File: src/rtl/gesture_pkg.sv
// Shared types and helpers for the gesture decision filter.
package gesture_pkg;

    typedef enum logic [1:0] {
        UP    = 2'd0,
        DOWN  = 2'd1,
        LEFT  = 2'd2,
        RIGHT = 2'd3
    } gesture_t;

    typedef enum logic [1:0] {
        S_IDLE     = 2'd0,
        S_TRACK    = 2'd1,
        S_EMIT     = 2'd2,
        S_COOLDOWN = 2'd3
    } filt_state_t;

    function automatic int unsigned ms_to_cycles(input int unsigned clk_hz, input int unsigned ms);
        return clk_hz / 1000 * ms;
    endfunction

endpackage

File: src/rtl/gesture_ms_timer.sv
// Loadable down-counter shared by gap and cooldown timing; expired while count is zero.
// Latency: load takes effect on the next clock; count then falls by one per clock.
// Backpressure: none, free-running once loaded.
module gesture_ms_timer #(
    parameter int unsigned MAX_CYC = 1000,
    parameter int unsigned W       = (MAX_CYC < 1) ? 1 : $clog2(MAX_CYC + 1)
) (
    input  logic         clk,
    input  logic         rst_n,
    input  logic         load,
    input  logic [W-1:0] load_val,
    output logic         expired
);

    logic [W-1:0] count;

    always_ff @(posedge clk or negedge rst_n) begin
        if (!rst_n) begin
            count <= '0;
        end else if (load) begin
            count <= load_val;
        end else if (count != '0) begin
            count <= count - 1'b1;
        end
    end

    assign expired = (count == '0);

endmodule

File: src/rtl/gesture_decision_filter.sv
// Debounces classifier output: emits one gesture after AGREE_COUNT agreeing confident decisions, then cools down.
// Latency: gesture_valid pulses 1 clk after the completing strobe. Optional GESTURE_FILTER_STATS_EN adds counters.
// Backpressure: none; strobes arriving in EMIT/COOLDOWN are dropped.
module gesture_decision_filter
    import gesture_pkg::*;
#(
    parameter int unsigned CLK_FREQ_HZ = 12_000_000,
    parameter int unsigned CONF_THRESH = 96,
    parameter int unsigned AGREE_COUNT = 3,
    parameter int unsigned GAP_MS      = 500,
    parameter int unsigned COOLDOWN_MS = 300
) (
    input  logic       clk,
    input  logic       rst_n,
    input  logic [1:0] raw_class,
    input  logic [7:0] raw_confidence,
    input  logic       raw_valid,
    output logic [1:0] gesture_class,
    output logic       gesture_valid,
    output logic [7:0] gesture_confidence,
    output logic       busy
`ifdef GESTURE_FILTER_STATS_EN
    ,
    output logic [15:0] emit_count,
    output logic [15:0] drop_count
`endif
);

    localparam int unsigned GAP_CYC = ms_to_cycles(CLK_FREQ_HZ, GAP_MS);
    localparam int unsigned CD_CYC  = ms_to_cycles(CLK_FREQ_HZ, COOLDOWN_MS);
    localparam int unsigned TMAX    = (GAP_CYC > CD_CYC) ? GAP_CYC : CD_CYC;
    localparam int unsigned TW      = (TMAX < 1) ? 1 : $clog2(TMAX + 1);
    localparam logic [7:0]  THRESH  = 8'(CONF_THRESH);
    localparam logic [3:0]  AGREE   = 4'(AGREE_COUNT);

    filt_state_t    state;
    gesture_t       cand;
    logic [3:0]     cnt;
    logic [7:0]     minc;
    logic           qual;
    logic           tmr_load;
    logic [TW-1:0]  tmr_val;
    logic           tmr_expired;
    logic [3:0]     cnt_inc;
    logic [7:0]     min_next;

    assign qual     = raw_valid && (raw_confidence >= THRESH);
    assign cnt_inc  = cnt + 4'd1;
    assign min_next = (raw_confidence < minc) ? raw_confidence : minc;
    assign busy     = (state != S_IDLE);

    // Gap and cooldown never overlap, so one timer serves both.
    always_comb begin
        tmr_load = 1'b0;
        tmr_val  = TW'(GAP_CYC);
        case (state)
            S_IDLE, S_TRACK: tmr_load = qual;
            S_EMIT: begin
                tmr_load = (CD_CYC != 0);
                tmr_val  = TW'(CD_CYC);
            end
            default: tmr_load = 1'b0;
        endcase
    end

    gesture_ms_timer #(
        .MAX_CYC (TMAX),
        .W       (TW)
    ) u_timer (
        .clk      (clk),
        .rst_n    (rst_n),
        .load     (tmr_load),
        .load_val (tmr_val),
        .expired  (tmr_expired)
    );

    always_ff @(posedge clk or negedge rst_n) begin
        if (!rst_n) begin
            state              <= S_IDLE;
            cand               <= UP;
            cnt                <= '0;
            minc               <= '0;
            gesture_class      <= '0;
            gesture_valid      <= 1'b0;
            gesture_confidence <= '0;
        end else begin
            gesture_valid <= 1'b0;
            case (state)
                S_IDLE: begin
                    if (qual) begin
                        cand <= gesture_t'(raw_class);
                        cnt  <= 4'd1;
                        minc <= raw_confidence;
                        if (AGREE == 4'd1) begin
                            state              <= S_EMIT;
                            gesture_valid      <= 1'b1;
                            gesture_class      <= raw_class;
                            gesture_confidence <= raw_confidence;
                        end else begin
                            state <= S_TRACK;
                        end
                    end
                end
                S_TRACK: begin
                    if (qual && (raw_class == cand)) begin
                        cnt  <= cnt_inc;
                        minc <= min_next;
                        if (cnt_inc == AGREE) begin
                            state              <= S_EMIT;
                            gesture_valid      <= 1'b1;
                            gesture_class      <= cand;
                            gesture_confidence <= min_next;
                        end
                    end else if (qual) begin
                        cand <= gesture_t'(raw_class);
                        cnt  <= 4'd1;
                        minc <= raw_confidence;
                    end else if (raw_valid || tmr_expired) begin
                        state <= S_IDLE;
                        cnt   <= '0;
                    end
                end
                S_EMIT: begin
                    cnt   <= '0;
                    state <= (CD_CYC != 0) ? S_COOLDOWN : S_IDLE;
                end
                default: begin
                    if (tmr_expired) begin
                        state <= S_IDLE;
                    end
                end
            endcase
        end
    end

`ifdef GESTURE_FILTER_STATS_EN
    logic drop_ev;
    assign drop_ev = raw_valid &&
                     ((state == S_EMIT) || (state == S_COOLDOWN) || (raw_confidence < THRESH));

    always_ff @(posedge clk or negedge rst_n) begin
        if (!rst_n) begin
            emit_count <= '0;
            drop_count <= '0;
        end else begin
            if (gesture_valid && (emit_count != 16'hFFFF)) begin
                emit_count <= emit_count + 16'd1;
            end
            if (drop_ev && (drop_count != 16'hFFFF)) begin
                drop_count <= drop_count + 16'd1;
            end
        end
    end
`endif

endmodule
File: config.mk
export PLATFORM = sky130hd
export DESIGN_NAME = gesture_decision_filter
export DESIGN_NICKNAME = d
export VERILOG_FILES = /design/src/rtl/gesture_pkg.sv /design/src/rtl/gesture_ms_timer.sv /design/src/rtl/gesture_decision_filter.sv
export SDC_FILE = /design/constraint.sdc
export NUM_CORES = 1
export LEC_CHECK = 0
export CELL_PAD_IN_SITES_DETAIL_PLACEMENT = 2
export CELL_PAD_IN_SITES_GLOBAL_PLACEMENT = 2
export CORE_UTILIZATION = 40
export DETAILED_ROUTE_END_ITERATION = 12
export PLACE_DENSITY = 0.86
export SLEW_MARGIN = 20
export SYNTH_ARGS = -nofsm -noshare
export SYNTH_HDL_FRONTEND = slang
export SYNTH_SLANG_ARGS = --single-unit
File: constraint.sdc
create_clock -name clk -period 5.7 [get_ports clk]
set_clock_uncertainty 0.05 [all_clocks]
set_input_delay 1.71 -clock clk [delete_from_list [all_inputs] [get_ports clk]]
set_output_delay 1.71 -clock clk [all_outputs]
set_load 0.03 [all_outputs]
==> flow_metrics.env, run 1 <==
export IMPL_slew_viol_final=0
export IMPL_drv_cap=0
export IMPL_die_y_um=85.6
export IMPL_tns_ns=0
export IMPL_fp_dieW_um=85.6
export IMPL_drt_first_pass_iters=3
export IMPL_critical_path_endpoint_type="flop"
export IMPL_fmax_mhz=258
export IMPL_via_per_inst=5.84
export IMPL_critPathMaxFanout=8
export IMPL_core_um2=6760
export IMPL_p_total_mw=1.38
export IMPL_rsz0062_at_grt="no"
export IMPL_hold_path_class="flop to flop"
export IMPL_avgSynthCellArea_um2=9.95
export IMPL_status="finished clean"
export IMPL_n_antenna_cell=0
export IMPL_cts_made_buffers=5
export IMPL_fin_nets=335
export IMPL_hold_violations=0
export IMPL_critical_path_arrival_ns=4.02
export IMPL_synth_edf_count=0
export IMPL_grt_overflow=0
export IMPL_final_area_um2=3270
export IMPL_io_buffers=24
export IMPL_period_needed_ns=3.87
export IMPL_htree_levels=2
export IMPL_worstMarginPinSlew_ns=0.807
export IMPL_cts_tree="built"
export IMPL_cp_slowest_cell="o21bai_1"
export IMPL_cp_required_ns=5.85
export IMPL_hold_slack_ns=0.484
export IMPL_dieArea_um2=7330
export IMPL_vdd_ir_drop_max_mv=0.174
export IMPL_drt_iter0_drc=71
export IMPL_drive_above_1_share_pct=9.71
export IMPL_cts_setup_buffers=0
export IMPL_clkSlewWorstSetupHoldPaths_ns=0.10
export IMPL_worst_slack_ns=1.83
export IMPL_place_area_um2=3120
export IMPL_ctsHoldBuffers=0
export IMPL_cpPeakStageDelay_ns=0.67
export IMPL_grt_pass1_wl_um=12700
export IMPL_cts_resized=0
export IMPL_final_cells=389
export IMPL_synth_cell_types=50
export IMPL_path_class="primary input to flop"
export IMPL_wl_per_cell_um=19.2
export IMPL_worst_r2r_setup_slack_ns=2.80
export IMPL_max_slew_margin_pct=46.1
export IMPL_path_cells="clkdlybuf4s50_1 -> ha_1 -> nand2_1 -> o21ai_0 -> a21oi_1 -> o21bai_1 -> mux2_2"
export IMPL_ys_warnings_count=0
export IMPL_vias=2273
export IMPL_drc=0
export IMPL_start_util_pct=41.4
export IMPL_p_comb_share_pct=38.6
export IMPL_setup_viol=0
export IMPL_netlist_instances=281
export IMPL_gr_usage_all_layers_pct=22.1
export IMPL_pre_cts_ws_ns=1.50
export IMPL_sw_frac_of_total_pct=36.9
export IMPL_antenna_found_initial=0
export IMPL_design_portCount=25
export IMPL_syn_nets=308
export IMPL_postLayoutCoreUtil_pct=48.4
export IMPL_syn_area_um2=2800
export IMPL_grt_pass1_vias=2573
export IMPL_grt_max_degree=51
export IMPL_dp_cells=381
export IMPL_syn2layout_area_growth_pct=16.9
export IMPL_seqPwrFrac_pct=38.7
export IMPL_synthFlopType="dfrtp_1"
export IMPL_start_kind="primary input"
export IMPL_hpwl_um=5230
export IMPL_intPower_mw=0.870
export IMPL_synth_seq_cells=50
export IMPL_fin_crit_sh_pct=67.9
export IMPL_clkPwrFrac_pct=22.7
export IMPL_async_flop_share_pct=100
export IMPL_cellPowerDensity_nw_per_um2=422
export IMPL_core_rowCount=30
export IMPL_clk_path_buf_depth=2
export IMPL_p_sw_mw=0.509
export IMPL_synth_seq_area_share_pct=44.8
export IMPL_cts_root_buf="clkbuf_8"
export IMPL_totalWireLength_um=7480
export IMPL_cts_num_sinks=50
export IMPL_leakage_nw=1.37
export IMPL_ant_nets=0
export IMPL_gp_congestion=0.753
export IMPL_clock_latency_ns=0.31
[flip-flops by register name (all words and copies together), names as in the netlist]
name / flops
state: 2
gesture_valid: 1
gesture_confidence: 8
u_timer.count: 23
cnt: 4
cand: 2
minc: 8
gesture_class: 2
[power by group through the flow]
| stage | Clock, mW | Combinational [mW] | Sequential, mW |
|---|---|---|---|
| floorplan | 0 | 0.375 | 0.527 |
| global placement | 0 | 0.502 | 0.533 |
| detailed placement | 0 | 0.530 | 0.540 |
| CTS | 0.320 | 0.541 | 0.536 |
| global route | 0.334 | 0.590 | 0.549 |
| finish | 0.313 | 0.532 | 0.533 |
[synth_stat cells, types with 4 or more instances]
library cell	number	area [µm²]
a21oi_1	22	110
clkbuf_1	5	18.8
dfrtp_1	50	1250
ha_1	14	175
inv_1	16	60.1
mux2_2	12	135
mux2i_1	10	100
nand2_1	18	67.6
nand2b_1	5	31.3
nand3_1	6	30.0
nor2_1	25	93.8
nor3_1	7	35.0
o211ai_1	4	30.0
o21ai_0	6	30.0
o31ai_1	5	37.5
or3_1	8	50.1
or4_1	5	37.5
xnor2_1	11	96.3
xor2_1	5	43.8
[cell type report]
| class | instances | area [µm²] |
|---|---|---|
| clock buffer | 6 | 82.6 |
| timing repair buffer | 27 | 258 |
| fill | 717 | 3490 |
| tap | 80 | 100 |
| sequential | 50 | 1250 |
| inverter | 16 | 60.1 |
| clock inverter | 2 | 60.1 |
| multi-input combinational | 208 | 1460 |
[path summary, 6_finish.rpt]
kind / startpoint / end / depth (start not counted)
hold / removal: gesture_class[0]$_DFFE_PN0P_ / gesture_class[0]$_DFFE_PN0P_ / 1
hold reg to reg: gesture_class[0]$_DFFE_PN0P_ / gesture_class[0]$_DFFE_PN0P_ / 1
max in group asynchronous: rst_n / u_timer.count[13]$_DFFE_PN0P_ / 2
setup / recovery: raw_confidence[7] / minc[3]$_DFFE_PN0N_ / 7
min in group asynchronous: rst_n / gesture_confidence[6]$_DFFE_PN0P_ / 2
setup reg to reg: u_timer.count[19]$_DFFE_PN0P_ / cnt[1]$_DFFE_PN0P_ / 5
[worst max-delay path: cells and delay by family]
kind	cells	cell delay [ns]
and+or+nand+nor	1	0.08
adders and majority gates	1	0.37
muxes	1	0.42
AOI/OAI and AO/OA	3	0.95
buffers and inverters	1	0.51
[layer usage]
metal  up-vias  global-route usage (%)  share of wire [%]
li1       1066                       -                  -
met2        26                    40.4                 52
met3         9                    3.75                2.0
met4         0                    5.61                1.1
met5         -                       0                  0
met1      1172                    27.0                 44
[cell families (layout without fill, tap and decap cells)]
logic type / Yosys count / in the layout / share of synthesized area, %
buf+inv: 23 / 51 / 3.18
mux: 23 / 23 / 8.82
compound gates: 63 / 63 / 14.7
fa+ha+maj: 14 / 14 / 6.27
xor+xnor: 16 / 16 / 5.01
simple gates: 92 / 92 / 17.2
flops: 50 / 50 / 44.8
[layout by cell type (no fill, tap or decap), drive strengths merged, types with 10 or more instances in the layout]
cell / count
nor2: 25
xnor2: 11
mux2i: 10
inv: 16
mux2: 13
dfrtp: 50
a21oi: 22
ha: 14
clkdlybuf4s50: 23
nand2: 18
Note: power is estimated with default switching activity, not from simulation.
==> run 2: changes to the inputs <==
CORE_UTILIZATION = 37   (was 40)
PLACE_DENSITY = 0.8   (was 0.86)
clock period = 3.9 ns   (was 5.7 ns; I/O delays follow)
==> run 2 against run 1 <==
Against the previous run: total power rose by 48%; final cell count rose by 6.4%; register-to-register slack got worse by 1.5 ns; die area rose by 7.9%; sequential share of layout area fell by 0.79 points; via count barely moved; largest power group is now combinational logic.
==> flow_metrics.env, run 2 (synthesized netlist as in run 1, its figures left out) <==
export IMPL_wl_per_cell_um=19.0
export IMPL_fin_nets=341
export IMPL_met1_usage_pct=30.5
export IMPL_use_met3_pct=3.88
export IMPL_vdd_ir_drop_max_mv=0.251
export IMPL_path_class="primary input to flop"
export IMPL_place_area_um2=3190
export IMPL_design_portCount=25
export IMPL_hold_depth=1
export IMPL_ctsHoldBuffers=0
export IMPL_grt_pass1_wl_um=13500
export IMPL_r2r_start="u_timer.count[9]$_DFFE_PN0P_"
export IMPL_ant_nets=0
export IMPL_cts_root_buf="clkbuf_8"
export IMPL_final_area_um2=3340
export IMPL_gr_usage_all_layers_pct=22.8
export IMPL_reg_top3="u_timer.count x23, gesture_confidence x8, minc x8"
export IMPL_cp_required_ns=4.05
export IMPL_period_needed_ns=3.29
export IMPL_p_total_mw=2.05
export IMPL_n_antenna_cell=0
export IMPL_critical_path_arrival_ns=3.44
export IMPL_worst_slack_ns=0.611
export IMPL_core_um2=7290
export IMPL_die_y_um=88.9
export IMPL_sw_frac_of_total_pct=37.4
export IMPL_htree_levels=2
export IMPL_cts_made_buffers=5
export IMPL_drive_above_1_share_pct=11.4
export IMPL_totalWireLength_um=7870
export IMPL_rsz0062_at_grt="no"
export IMPL_largest_register="u_timer.count"
export IMPL_grt_max_degree=38
export IMPL_drt_iter0_drc=52
export IMPL_fmax_mhz=304
export IMPL_busiest_layer="met2"
export IMPL_setup_viol=0
export IMPL_min_from="u_timer.count[15]$_DFFE_PN0P_"
export IMPL_antenna_found_initial=0
export IMPL_cts_resized=0
export IMPL_intPower_mw=1.28
export IMPL_status="finished clean"
export IMPL_start_util_pct=38.3
export IMPL_gp_congestion=0.718
export IMPL_hpwl_um=5600
export IMPL_grt_overflow=0
export IMPL_clkPwrFrac_pct=22.6
export IMPL_cellPowerDensity_nw_per_um2=613
export IMPL_worst_r2r_setup_slack_ns=1.30
export IMPL_hold_violations=0
export IMPL_whs_endpoint="u_timer.count[15]$_DFFE_PN0P_"
export IMPL_layout_commonest_cell="dfrtp_1"
export IMPL_cp_slowest_cell="clkdlybuf4s50_1"
export IMPL_p_sw_mw=0.765
export IMPL_drt_first_pass_iters=4
export IMPL_drv_cap=0
export IMPL_tns_ns=0
export IMPL_syn2layout_area_growth_pct=19.3
export IMPL_critical_path_endpoint_type="flop"
export IMPL_io_buffers=24
export IMPL_most_common_layout_cells="dfrtp_1, nor2_1, clkdlybuf4s50_1"
export IMPL_clk_path_buf_depth=2
export IMPL_drc=0
export IMPL_fp_dieW_um=88.9
export IMPL_clkSlewWorstSetupHoldPaths_ns=0.10
export IMPL_crit_buf_inv=2
export IMPL_worstMarginPinSlew_ns=0.898
export IMPL_fin_crit_sh_pct=84.3
export IMPL_leakage_nw=1.41
export IMPL_vias=2271
export IMPL_r2r_end="cnt[1]$_DFFE_PN0P_"
export IMPL_clock_latency_ns=0.32
export IMPL_crit_family="compound AO/OA/AOI/OAI gates"
export IMPL_seqPwrFrac_pct=38.4
export IMPL_pre_cts_ws_ns=0.365
export IMPL_postLayoutCoreUtil_pct=45.7
export IMPL_max_slew_margin_pct=40.1
export IMPL_slew_viol_final=0
export IMPL_dieArea_um2=7910
export IMPL_start_kind="primary input"
export IMPL_cpPeakStageDelay_ns=0.47
export IMPL_grt_pass1_vias=2541
export IMPL_largest_reg_flops=23
export IMPL_p_comb_share_pct=39.0
export IMPL_path_cells="clkdlybuf4s50_1 -> ha_1 -> nand2_1 -> o21ai_0 -> a21oi_1 -> o21bai_1 -> buf_4 -> mux2_2"
export IMPL_critPathMaxFanout=5
export IMPL_cts_tree="built"
export IMPL_gr_usage_met2_pct=38.8
export IMPL_core_rowCount=31
export IMPL_reg2reg_depth=6
export IMPL_cts_setup_buffers=0
export IMPL_via_per_inst=5.49
export IMPL_cts_num_sinks=50
export IMPL_hold_path_class="flop to flop"
run 2: cell count changes in the layout (fill, tap and decap cells not counted):
| cell | previous run | this run |
|---|---|---|
| buf_4 | 3 | 9 |
run 2: routing by layer:
layer,part of all wire (%),wire [µm]
met1,47,3700
met2,50,3950
met5,0,0
met4,1.1,88
met3,1.7,132
run 2: worst reg2reg max path: stages (launching register included):
cell and delay (ns):
dfrtp_1 0.42, nor4_1 0.55, and4_1 0.51, and3_1 0.22, buf_4 0.20, o21ai_1 0.17, mux2_1 0.35
run 2: area by class of cell:
cell class | instances | area (µm²)
fill | 806 | 3960
multi-input combinational | 208 | 1460
sequential | 50 | 1250
timing repair buffer | 33 | 303
tap | 99 | 124
clock buffer | 6 | 82.6
clock inverter | 2 | 60.1
inverter | 16 | 60.1
run 2: power by group through the flow:
stage	logic (mW)	registers (mW)	clock network [mW]
3_3_place_gp	0.750	0.780	0
2_1_floorplan	0.548	0.770	0
6_report	0.798	0.786	0.462
3_5_place_dp	0.790	0.793	0
5_1_grt	0.890	0.808	0.496
4_1_cts	0.807	0.787	0.476
run 2: how the worst max path moves through the flow:
stage / start / end / slack [ns] / cells after the start
final: raw_confidence[2] / minc[1]$_DFFE_PN0N_ / 0.61 / 8
after global routing: raw_confidence[5] / minc[1]$_DFFE_PN0N_ / 0.53 / 8
after CTS: raw_confidence[5] / minc[1]$_DFFE_PN0N_ / 0.66 / 8
after detailed placement: raw_confidence[2] / minc[1]$_DFFE_PN0N_ / 0.36 / 8
after global placement: raw_confidence[2] / minc[3]$_DFFE_PN0N_ / 0.49 / 8
after floorplan: raw_confidence[5] / minc[0]$_DFFE_PN0N_ / 0.97 / 7
run 2: stage by stage:
| step | hold slack (ns) | instances |
|---|---|---|
| global route | 0.492 | 414 |
| floorplan | 0.416 | 281 |
| global placement | 0.440 | 406 |
| detailed placement | 0.452 | 406 |
| finish | 0.473 | 414 |
| CTS | 0.468 | 414 |
==> run 3: changes to the inputs <==
clock period = 3.3 ns   (was 3.9 ns; I/O delays follow)
==> run 3 against run 2 <==
Against the previous run: final cell count grew 0.72%; total power grew 11%; die area stayed put; sequential power up 18%; core utilization shrank 0.17 points; critical path depth down 4; cell area fell by 0.38%; non-clock buffer count grew 3; combinational power up 20%; count of clock-buffer cells in the layout unchanged; worst hold slack got worse by 0.0021 ns; register-to-register slack lost 0.37 ns; critical path type is now flop to output pin; critical endpoint is now busy; largest cell class unchanged; largest power group unchanged.
==> flow_metrics.env, run 3 (synthesized netlist as in run 1, its figures left out) <==
export IMPL_largest_reg_flops=23
export IMPL_cellPowerDensity_nw_per_um2=682
export IMPL_totalWireLength_um=7970
export IMPL_fin_nets=344
export IMPL_io_buffers=24
export IMPL_layout_commonest_cell="dfrtp_1"
export IMPL_cts_root_buf="clkbuf_8"
export IMPL_final_area_um2=3320
export IMPL_most_common_layout_cells="dfrtp_1, nor2_1, clkdlybuf4s50_1"
export IMPL_hold_slack_ns=0.471
export IMPL_cts_made_buffers=5
export IMPL_max_slew_margin_pct=58.3
export IMPL_largest_register="u_timer.count"
export IMPL_start_kind="flop"
export IMPL_path_class="flop to output pin"
export IMPL_clkSlewWorstSetupHoldPaths_ns=0.09
export IMPL_via_per_inst=5.48
export IMPL_cts_setup_buffers=0
export IMPL_fin_crit_sh_pct=89.3
export IMPL_antenna_found_initial=0
export IMPL_r2r_start="u_timer.count[3]$_DFFE_PN0P_"
export IMPL_core_rowCount=31
export IMPL_worstMarginPinSlew_ns=0.626
export IMPL_p_sw_mw=0.893
export IMPL_drv_cap=0
export IMPL_core_um2=7290
export IMPL_r2r_end="u_timer.count[17]$_DFFE_PN0P_"
export IMPL_status="finished clean"
export IMPL_min_from="gesture_class[0]$_DFFE_PN0P_"
export IMPL_cp_startpoint="state[1]$_DFFE_PN0P_"
export IMPL_gp_congestion=0.730
export IMPL_gr_usage_all_layers_pct=22.5
export IMPL_worst_r2r_setup_slack_ns=0.93
export IMPL_period_needed_ns=2.95
export IMPL_drc=0
export IMPL_ctsHoldBuffers=0
export IMPL_critPathMaxFanout=7
export IMPL_wl_per_cell_um=19.1
export IMPL_cts_tree="built"
export IMPL_cts_num_sinks=50
export IMPL_intPower_mw=1.37
export IMPL_fmax_mhz=339
export IMPL_drt_iter0_drc=76
export IMPL_seqPwrFrac_pct=40.9
export IMPL_cts_resized=0
export IMPL_rsz0062_at_grt="no"
export IMPL_syn2layout_area_growth_pct=18.9
export IMPL_die_y_um=88.9
export IMPL_tns_ns=0
export IMPL_dieArea_um2=7910
export IMPL_clock_latency_ns=0.30
export IMPL_fp_dieW_um=88.9
export IMPL_slew_viol_final=0
export IMPL_hold_path_class="flop to flop"
export IMPL_n_antenna_cell=0
export IMPL_vdd_ir_drop_max_mv=0.306
export IMPL_start_util_pct=38.3
export IMPL_ant_nets=0
export IMPL_sw_frac_of_total_pct=39.4
export IMPL_setup_viol=0
export IMPL_htree_levels=2
export IMPL_p_total_mw=2.27
export IMPL_clk_path_buf_depth=2
export IMPL_grt_overflow=0
export IMPL_grt_pass1_vias=2590
export IMPL_leakage_nw=1.40
export IMPL_hpwl_um=6070
export IMPL_critical_path_arrival_ns=1.91
export IMPL_reg_top3="u_timer.count x23, gesture_confidence x8, minc x8"
export IMPL_critical_path_endpoint_type="output pin"
export IMPL_place_area_um2=3230
export IMPL_grt_pass1_wl_um=13300
export IMPL_critPathCapture="busy"
export IMPL_hold_violations=0
export IMPL_reg2reg_depth=5
export IMPL_cp_required_ns=2.26
export IMPL_drt_first_pass_iters=4
export IMPL_design_portCount=25
export IMPL_clkPwrFrac_pct=16.8
export IMPL_drive_above_1_share_pct=12.3
export IMPL_p_comb_share_pct=42.2
export IMPL_grt_max_degree=28
export IMPL_vias=2287
## run 3: cell types whose count changed in the layout (fill, tap and decap cells not counted)
cell / delta
clkinvlp_4: +1
buf_12: +1
clkinv_2: +1
buf_4: +2
bufinv_16: -2
## run 3: per-layer routing
layer  routed length [µm]  vias up  share of wire (%)  global-route usage (%)
met5                    0        -                  0                       0
met4                   45        0               0.56                    5.28
met3                  126        6                1.6                    3.42
met2                 4240       22                 53                    41.1
met1                 3560     1161                 45                    28.0
li1                     -     1098                  -                       -
## run 3: power groups by stage
stage	logic [mW]	clock network, mW	registers (mW)
floorplan	0.647	0	0.911
global placement	0.905	0	0.920
detailed placement	0.960	0	0.942
CTS	0.974	0.398	0.931
global route	1.07	0.424	0.953
finish	0.956	0.382	0.927
## run 3: per-stage QoR
| step | setup slack [ns] | util [%] | std cells |
|---|---|---|---|
| 2_1_floorplan | 0.549 | - | 281 |
| 3_3_place_gp | 0.199 | 44.3 | 409 |
| 3_5_place_dp | 0.108 | 44.3 | 409 |
| 4_1_cts | 0.340 | 45.6 | 417 |
| 5_1_grt | 0.264 | 45.6 | 417 |
| 6_report | 0.354 | 45.6 | 417 |
## run 3: worst max-delay path, stage by stage (launching register included)
cell             delay, ns
dfrtp_1               0.47
inv_1                 0.10
ha_1                  0.24
inv_1                 0.12
clkdlybuf4s50_1       0.68
## run 3: worst min path at each step
stage / slack [ns] / cells past startpoint / to
after floorplan: 0.42 / 1 / u_timer.count[15]$_DFFE_PN0P_
after CTS: 0.48 / 1 / gesture_class[0]$_DFFE_PN0P_
after global placement: 0.44 / 1 / gesture_class[0]$_DFFE_PN0P_
after detailed placement: 0.46 / 1 / gesture_class[0]$_DFFE_PN0P_
final: 0.47 / 1 / gesture_class[0]$_DFFE_PN0P_
after global routing: 0.50 / 1 / gesture_class[0]$_DFFE_PN0P_
## run 3: layout make-up
class | instances | area [µm²]
Clock inverter | 2 | 12.5
Fill cell | 807 | 3970
Tap cell | 99 | 124
Multi-Input combinational cell | 208 | 1460
Timing Repair Buffer | 36 | 338
Clock buffer | 6 | 82.6
Sequential cell | 50 | 1250
Inverter | 16 | 60.1
